[src/rtl/sid_pkg.sv]
// Shared constants for the parametrised SID register bank: per-voice register
// indices and the filter / read-only offsets relative to the filter base.
package sid_pkg;
  localparam int REGS_PER_VOICE = 7;
  localparam int FILTER_REGS    = 4;
  localparam int READ_REGS      = 4;

  localparam int R_FREQ_LO = 0;
  localparam int R_FREQ_HI = 1;
  localparam int R_PW_LO   = 2;
  localparam int R_PW_HI   = 3;
  localparam int R_CONTROL = 4;
  localparam int R_ATT_DEC = 5;
  localparam int R_SUS_REL = 6;

  localparam int OFF_FC_LO    = 0;
  localparam int OFF_FC_HI    = 1;
  localparam int OFF_RES_FILT = 2;
  localparam int OFF_MODE_VOL = 3;
  localparam int OFF_POTX     = 4;
  localparam int OFF_POTY     = 5;
  localparam int OFF_OSC      = 6;
  localparam int OFF_ENV      = 7;

  function automatic int filt_base(input int num_voices);
    return num_voices * REGS_PER_VOICE;
  endfunction
endpackage

[src/rtl/sid_bus_decay.sv]
// Open-bus latch: holds the last bus value and clears it after DECAY_TICKS
// idle ce_1m ticks; the counter saturates until the next load.
module sid_bus_decay #(
  parameter int DECAY_TICKS = 2000
) (
  input  logic       clk,
  input  logic       reset,
  input  logic       ce_1m,
  input  logic       load,
  input  logic [7:0] load_val,
  output logic [7:0] value
);
  localparam int CW = $clog2(DECAY_TICKS + 1);
  localparam logic [CW-1:0] TERM = CW'(DECAY_TICKS);

  logic [CW-1:0] cnt;

  always_ff @(posedge clk) begin
    if (reset) begin
      cnt   <= '0;
      value <= '0;
    end else if (load) begin
      cnt   <= '0;
      value <= load_val;
    end else if (ce_1m && cnt != TERM) begin
      cnt <= cnt + 1'b1;
      if (cnt == TERM - 1'b1) value <= '0;
    end
  end
endmodule

[src/rtl/sid_regbank_n.sv]
// SID register bank for NUM_VOICES voices: write decode into flattened voice and
// filter buses, registered readback of POTX/POTY/OSC/ENV, and an open-bus latch.
module sid_regbank_n import sid_pkg::*; #(
  parameter int NUM_VOICES  = 3,
  parameter int DECAY_TICKS = 2000,
  parameter int READ_VOICE  = NUM_VOICES - 1,
  parameter int ADDR_W      = $clog2(NUM_VOICES*REGS_PER_VOICE + FILTER_REGS + READ_REGS)
) (
  input  logic                     clk,
  input  logic                     reset,
  input  logic                     ce_1m,
  input  logic                     we,
  input  logic                     re,
  input  logic [ADDR_W-1:0]        addr,
  input  logic [7:0]               data_in,
  output logic [7:0]               data_out,
  input  logic [NUM_VOICES*8-1:0]  osc_in,
  input  logic [NUM_VOICES*8-1:0]  env_in,
  input  logic [7:0]               pot_x,
  input  logic [7:0]               pot_y,
  output logic [NUM_VOICES*16-1:0] freq,
  output logic [NUM_VOICES*12-1:0] pw,
  output logic [NUM_VOICES*8-1:0]  control,
  output logic [NUM_VOICES*8-1:0]  att_dec,
  output logic [NUM_VOICES*8-1:0]  sus_rel,
  output logic [NUM_VOICES-1:0]    ctrl_wr,
  output logic [7:0]               fc_lo,
  output logic [7:0]               fc_hi,
  output logic [7:0]               res_filt,
  output logic [7:0]               mode_vol
);
  localparam int F = filt_base(NUM_VOICES);

  logic       rd_en, rd_hit, bus_load;
  logic [7:0] rd_val, last_wr, load_val;
  logic       unused_bits;

  assign rd_en = re & ~we;

  for (genvar v = 0; v < NUM_VOICES; v++) begin : g_voice
    localparam int BASE = v * REGS_PER_VOICE;
    logic [REGS_PER_VOICE-1:0] sel;
    logic [7:0] f_lo, f_hi, p_lo, ctl, ad, sr;
    logic [3:0] p_hi;
    logic       ctl_pulse;

    always_comb begin
      sel = '0;
      for (int r = 0; r < REGS_PER_VOICE; r++)
        sel[r] = we && (addr == ADDR_W'(BASE + r));
    end

    always_ff @(posedge clk) begin
      if (reset) begin
        f_lo <= '0; f_hi <= '0; p_lo <= '0; p_hi <= '0;
        ctl  <= '0; ad   <= '0; sr   <= '0; ctl_pulse <= 1'b0;
      end else begin
        if (sel[R_FREQ_LO]) f_lo <= data_in;
        if (sel[R_FREQ_HI]) f_hi <= data_in;
        if (sel[R_PW_LO])   p_lo <= data_in;
        if (sel[R_PW_HI])   p_hi <= data_in[3:0];
        if (sel[R_CONTROL]) ctl  <= data_in;
        if (sel[R_ATT_DEC]) ad   <= data_in;
        if (sel[R_SUS_REL]) sr   <= data_in;
        ctl_pulse <= sel[R_CONTROL];
      end
    end

    assign freq[16*v +: 16]   = {f_hi, f_lo};
    assign pw[12*v +: 12]     = {p_hi, p_lo};
    assign control[8*v +: 8]  = ctl;
    assign att_dec[8*v +: 8]  = ad;
    assign sus_rel[8*v +: 8]  = sr;
    assign ctrl_wr[v]         = ctl_pulse;
  end

  always_ff @(posedge clk) begin
    if (reset) begin
      fc_lo <= '0; fc_hi <= '0; res_filt <= '0; mode_vol <= '0;
    end else if (we) begin
      if (addr == ADDR_W'(F + OFF_FC_LO))    fc_lo    <= data_in;
      if (addr == ADDR_W'(F + OFF_FC_HI))    fc_hi    <= data_in;
      if (addr == ADDR_W'(F + OFF_RES_FILT)) res_filt <= data_in;
      if (addr == ADDR_W'(F + OFF_MODE_VOL)) mode_vol <= data_in;
    end
  end

  always_comb begin
    rd_val = '0;
    rd_hit = 1'b1;
    case (int'(addr))
      F + OFF_POTX: rd_val = pot_x;
      F + OFF_POTY: rd_val = pot_y;
      F + OFF_OSC:  rd_val = osc_in[8*READ_VOICE +: 8];
      F + OFF_ENV:  rd_val = env_in[8*READ_VOICE +: 8];
      default:      rd_hit = 1'b0;
    endcase
  end

  always_ff @(posedge clk) begin
    if (reset)      data_out <= '0;
    else if (rd_en) data_out <= rd_hit ? rd_val : last_wr;
  end

  // Reads of write-only/unmapped addresses pause the decay but do not restart it.
  assign bus_load = we | (rd_en & rd_hit);
  assign load_val = we ? data_in : rd_val;

  sid_bus_decay #(.DECAY_TICKS(DECAY_TICKS)) u_decay (
    .clk      (clk),
    .reset    (reset),
    .ce_1m    (ce_1m & ~(we | re)),
    .load     (bus_load),
    .load_val (load_val),
    .value    (last_wr)
  );

  assign unused_bits = ^{osc_in, env_in};
endmodule

[config.mk]
export PLATFORM = sky130hd
export DESIGN_NAME = sid_regbank_n
export DESIGN_NICKNAME = d
export VERILOG_FILES = /design/src/rtl/sid_pkg.sv /design/src/rtl/sid_bus_decay.sv /design/src/rtl/sid_regbank_n.sv
export SDC_FILE = /design/constraint.sdc
export NUM_CORES = 1
export LEC_CHECK = 0
export BUFFER_PORTS_ARGS = -buffer_cell sky130_fd_sc_hd__buf_4
export CAP_MARGIN = 20
export CORE_MARGIN = 5
export CORE_UTILIZATION = 55
export CTS_CLUSTER_SIZE = 16
export DETAILED_ROUTE_END_ITERATION = 12
export HOLD_SLACK_MARGIN = 0.12
export PLACE_DENSITY = 0.92
export SLEW_MARGIN = 20
export SYNTH_ARGS = -nofsm -noshare
export SYNTH_HDL_FRONTEND = slang
export SYNTH_SLANG_ARGS = --single-unit
[constraint.sdc]
create_clock -name clk -period 3.73 [get_ports clk]
set_input_delay 0.746 -clock clk [delete_from_list [all_inputs] [get_ports clk]]
set_output_delay 0.746 -clock clk [all_outputs]
set_load 0.005 [all_outputs]
# Word-level counts from Yosys, hierarchy flattened
# Cells that the tools add are included.
# word_totals
out_inout_bits	199
reg_bits	218
inputBits	82
elab_cells	108
# classes
add_sub_neg	1
reduce_logical	32
mux	7
bitwise	7
n_eq_ne	30
# op_table
op	count
5-bit == test, second input constant	13
5-bit by 4-bit == test with 1-bit output, second input constant	8
8-bit two-way mux	5
8-bit case mux with 4 select lines	1
1-bit logical AND	22
5-bit by 3-bit == test with 1-bit output, second input constant	4
11-bit by 1-bit adder with 11-bit output, second input constant	1
11-bit == test, second input constant	1
11-bit inequality test, second input constant	1
5-bit by 2-bit == test with 1-bit output, second input constant	2
2-bit AND reduction	5
5-bit by 1-bit == test with 1-bit output, second input constant	1
5-bit zero test	1
2-bit nonzero test	2
4-bit OR reduction	1
1-bit bitwise AND	3
1-bit NOT	2
1-bit OR	2
2-bit OR reduction	1
1-bit two-way mux	1

# Logic depth before layout (Yosys ltp)
# depth
ltp_word	7
ltp_mapped	7
ltp_nobuf	6

# Cells and area by module
# Synthesis repeated with hierarchy kept, for this count alone.
# hier_totals
cells_unflattened	941
hier_area_um2	8725.9
# by_module_without_submodules
module	n_inst	seq_area_each_um2	cells_per_inst	area_per_inst_um2
sid_regbank_n	1	3983.8	832	7738.7
sid_bus_decay	1	380.4	109	987.2

# Worst setup path before layout
# OpenSTA, ideal clock, no wires.
# synth_timing
kind	input port to flip-flop
startpoint	input port addr[3]
endpoint	register g_voice[0].p_hi[0]
t_arrival_ns	1.895
path_slack_ns	1.707
setup_ns	0.128
n_path_buf	2
cell_stages	6
t_required_ns	3.602
path_cell_list	buf_2 nor4b_4 nor2b_1 buf_2 mux2i_1 nor2_1
# synth_between
elab_chain_len	2
# synth_lines
item	line	source
start, declared	sid_regbank_n.sv:14	input logic [ADDR_W-1:0] addr,
5-bit by 2-bit == test with 1-bit output	sid_regbank_n.sv:50	sel[r] = we && (addr == ADDR_W'(BASE + r));
1-bit logical AND	sid_regbank_n.sv:50	
end signal, assigned	sid_regbank_n.sv:61	if (sel[R_PW_HI]) p_hi <= data_in[3:0];
end, declared	sid_regbank_n.sv:44	logic [3:0] p_hi;
# Every way passes these cells.
# A chain may end at the register's enable or synchronous reset.

# Worst setup path after layout
# layout_timing
startpoint	input port addr[2]
endpoint	register g_voice[1].ctl[7]
# layout_between
elab_chain_len	2
# layout_lines
item	line	source
5-bit by 4-bit == test with 1-bit output	sid_regbank_n.sv:50	
1-bit logical AND	sid_regbank_n.sv:50	
end signal, assigned	sid_regbank_n.sv:62	if (sel[R_CONTROL]) ctl <= data_in;
end, declared	sid_regbank_n.sv:43	logic [7:0] f_lo, f_hi, p_lo, ctl, ad, sr;
# Every way passes these cells.

==> results.yml <==
outcome:
  status: "finished, final reports clean"
critical_path:
  cp-start-kind: "input port"
  critPathKind: "in -> reg"
  end_kind: "flip-flop"
  worstPathArrival_ns: 2.55
  required_ns: 4.08
  crit_fanout: 24
power_and_ir_drop:
  power_frac_seq: 0.478
  ir_drop_mv: 0.3618
  fin_total_pwr_uw: 4953
  power_switching_uw: 1126
  power.internal_uw: 3828
  power_leakage_uw: 0.004326
  clkPwrFrac: 0.458
  p_comb_frac: 0.063
  powerDensity_mw_per_mm2: 441.3
  switching_share: 0.2272
synth:
  synth_nets: 1043
  async_flop_share: 0
  ys_ff_latch: 218
  synth_cell_type_count: 42
  synthSimpleGateAreaFrac: 0.2102
  synth_top_area_frac: 0.5060
  synth-xor-area-share: 0.007109
  synth.area.top_cells: "dfxtp_1 (51%), mux2i_1 (13%), a21oi_1 (6.2%)"
  synth_area_mm2: 0.008625
  synth_top_area_cell: "dfxtp_1"
  ys_seq_area_frac: 0.5060
  ys_warn_count: 0
  synth-edff-count: 0
  synth_mux_area_frac: 0.1253
  synth_top_family_by_area: "simple AND/OR/NAND/NOR gates"
  synthAdderAreaFrac: 0.002901
  syn_area_per_cell_um2: 8.993
  synth_compound_area_frac: 0.09705
  synth_ff_type: "dfxtp_1"
  synthCells: 959
floorplanning:
  dieArea_mm2: 0.01829
  rows: 45
  core_area_mm2: 0.01531
  start_util: 0.5632
  chipHeight_um: 135.2
  die_x_um: 135.2
  io_pins: 281
global_routing:
  grtUsageMet1: 0.3266
  met3_usage: 0.07615
  grt_max_degree: 131
  antenna_found_initial: 0
  track_usage: 0.2692
  gr-total-overflow: 0
  grt_pass1_wl_um: 39750
  grtUsageMet2: 0.4577
  grt_pass1_vias: 7401
  grt.busiest_layer: "met2"
clock_tree:
  clkTransAtPathRegs_ns: 0.06
  cts_inserted_buffers: 23
  cts-htree-levels: 1
  cts.hold.buffers_added: 0
  cts_resized: 0
  cts_max_path_buffers: 3
  cts_setup_buffers: 0
  clk_latency_ns: 0.50
  clock-sinks: 218
  cts_tree: "built"
  root_buffer: "clkbuf_16"
placement:
  io_buffers: 248
  place_inst: 1343
  place_congestion: 0.8279
  place_hpwl_um: 16560
detailed_routing:
  ant_nets: 0
  drc: 0
  drtIter0Drc: 624
  vias: 7716
  via_per_inst: 5.579
  wl_per_cell_um: 18.51
  wirelength_um: 25600
  dr.pass1.iters: 6
timing:
  tightest_slew_ns: 0.9484
  fin_skew_ns: 0.01754
  finalSetupViolCount: 0
  post-route-period-util: 0.5893
  rsz0062_at_grt: "no"
  period_needed_ns: 2.198
  drv_slew: 0
  hold_viol: 0
  fmax_mhz: 454.9
  setup_tns_ns: 0
  max-slew-margin-rel: 0.3654
cells_and_area:
  drive_gt1_frac: 0.2773
  stdcell_count: 1383
  syn2layout_area_growth_pct: 30.13
  nets: 1241
  num_antenna_cells: 0
worst_hold_path:
  hold_path.class: "reg -> reg"
run:
  drv_cap: 0
## area by class of cell
cell class	count	area [µm²]
fillers	1056	4091
inverters	12	45.04
clock inverters	6	97.59
repair buffers	260	1956
well taps	211	264.0
clock buffers	34	656.9
multi-input cells	642	3840
flip-flops and latches	218	4364
## cell usage after synthesis, drive strengths merged, types with 6 or more instances
library cell / count
a211oi: 8
a21oi: 107
a311oi: 8
buf: 36
clkbuf: 51
dfxtp: 218
inv: 12
mux2i: 108
nand2: 121
nand3: 93
nor2: 131
nor2b: 8
o21ai: 6
o221ai: 8
xnor2: 6
## sequential cells by signal, summed over array words and instances, names as in the netlist
name               cells
g_voice.ad            24
g_voice.ctl           24
g_voice.f_hi          24
g_voice.f_lo          24
g_voice.p_lo          24
g_voice.sr            24
g_voice.p_hi          12
u_decay.cnt           11
data_out               8
fc_hi                  8
fc_lo                  8
mode_vol               8
res_filt               8
u_decay.value          8
g_voice.ctl_pulse      3
## worst max-delay path, stage by stage
cell	delay (ns)
buf_4	0.17
and4bb_2	0.66
and3_1	0.63
mux2i_1	0.27
nor2_1	0.06
## final timing paths
kind / start / to / slack (ns) / depth (start not counted)
max: addr[2] / g_voice[1].ctl[7] / 1.53 / 5
min: g_voice[0].ctl[1] / g_voice[0].ctl[1] / 0.45 / 2
max reg2reg: u_decay.cnt[1] / u_decay.value[6] / 1.78 / 5
min reg2reg: g_voice[0].ctl[1] / g_voice[0].ctl[1] / 0.45 / 2
## layout by cell type, fill, tap and decap left out, types with 4 or more instances in the layout
master       n
dfxtp_1    218
buf_4      259
nand2_1    121
inv_1       12
mux2i_1    108
o21ai_0      6
xnor2_1      6
a211oi_1     8
clkbuf_8     4
nor2b_1      6
clkbuf_16   23
a21oi_1    107
nand3_1     93
clkbuf_1     7
nor3_1       4
nor2_1     118
o221ai_2     8
nand4_1      4
nor2_2       9
nor2_4       4
a311oi_1     8
## routing by layer
metal,share of wire,vias to the layer above
met4,0.037,0
met5,0,-
met1,0.38,3658
met3,0.094,72
li1,-,3653
met2,0.49,333
## power by group through the flow
stage          logic [µW]  registers (µW)  clock network (µW)
2_1_floorplan         181            2420                   0
3_3_place_gp          305            2420                   0
3_5_place_dp          309            2420                   0
4_1_cts               311            2370                2310
5_1_grt               337            2370                2420
6_report              314            2370                2270
## logic make-up after synthesis
| kind of cell | after synthesis |
|---|---|
| mux | 108 |
| compound gates | 138 |
| xor+xnor | 7 |
| flops | 218 |
| simple gates | 387 |
| fa+ha+maj | 2 |
| buf+inv | 99 |
## through the flow
stage                     hold WS (ns)  setup slack (ns)  utilization  area, µm²
after floorplan                 0.4527             1.707            -       8625
after global placement          0.4426             1.052       0.6836      10470
after detailed placement        0.4474             1.022       0.6836      10470
after CTS                       0.4562             1.515       0.7328      11220
after global routing            0.4761             1.395       0.7328      11220
final                           0.4545             1.532       0.7328      11220
Note: power is estimated with default switching activity, not from simulation.
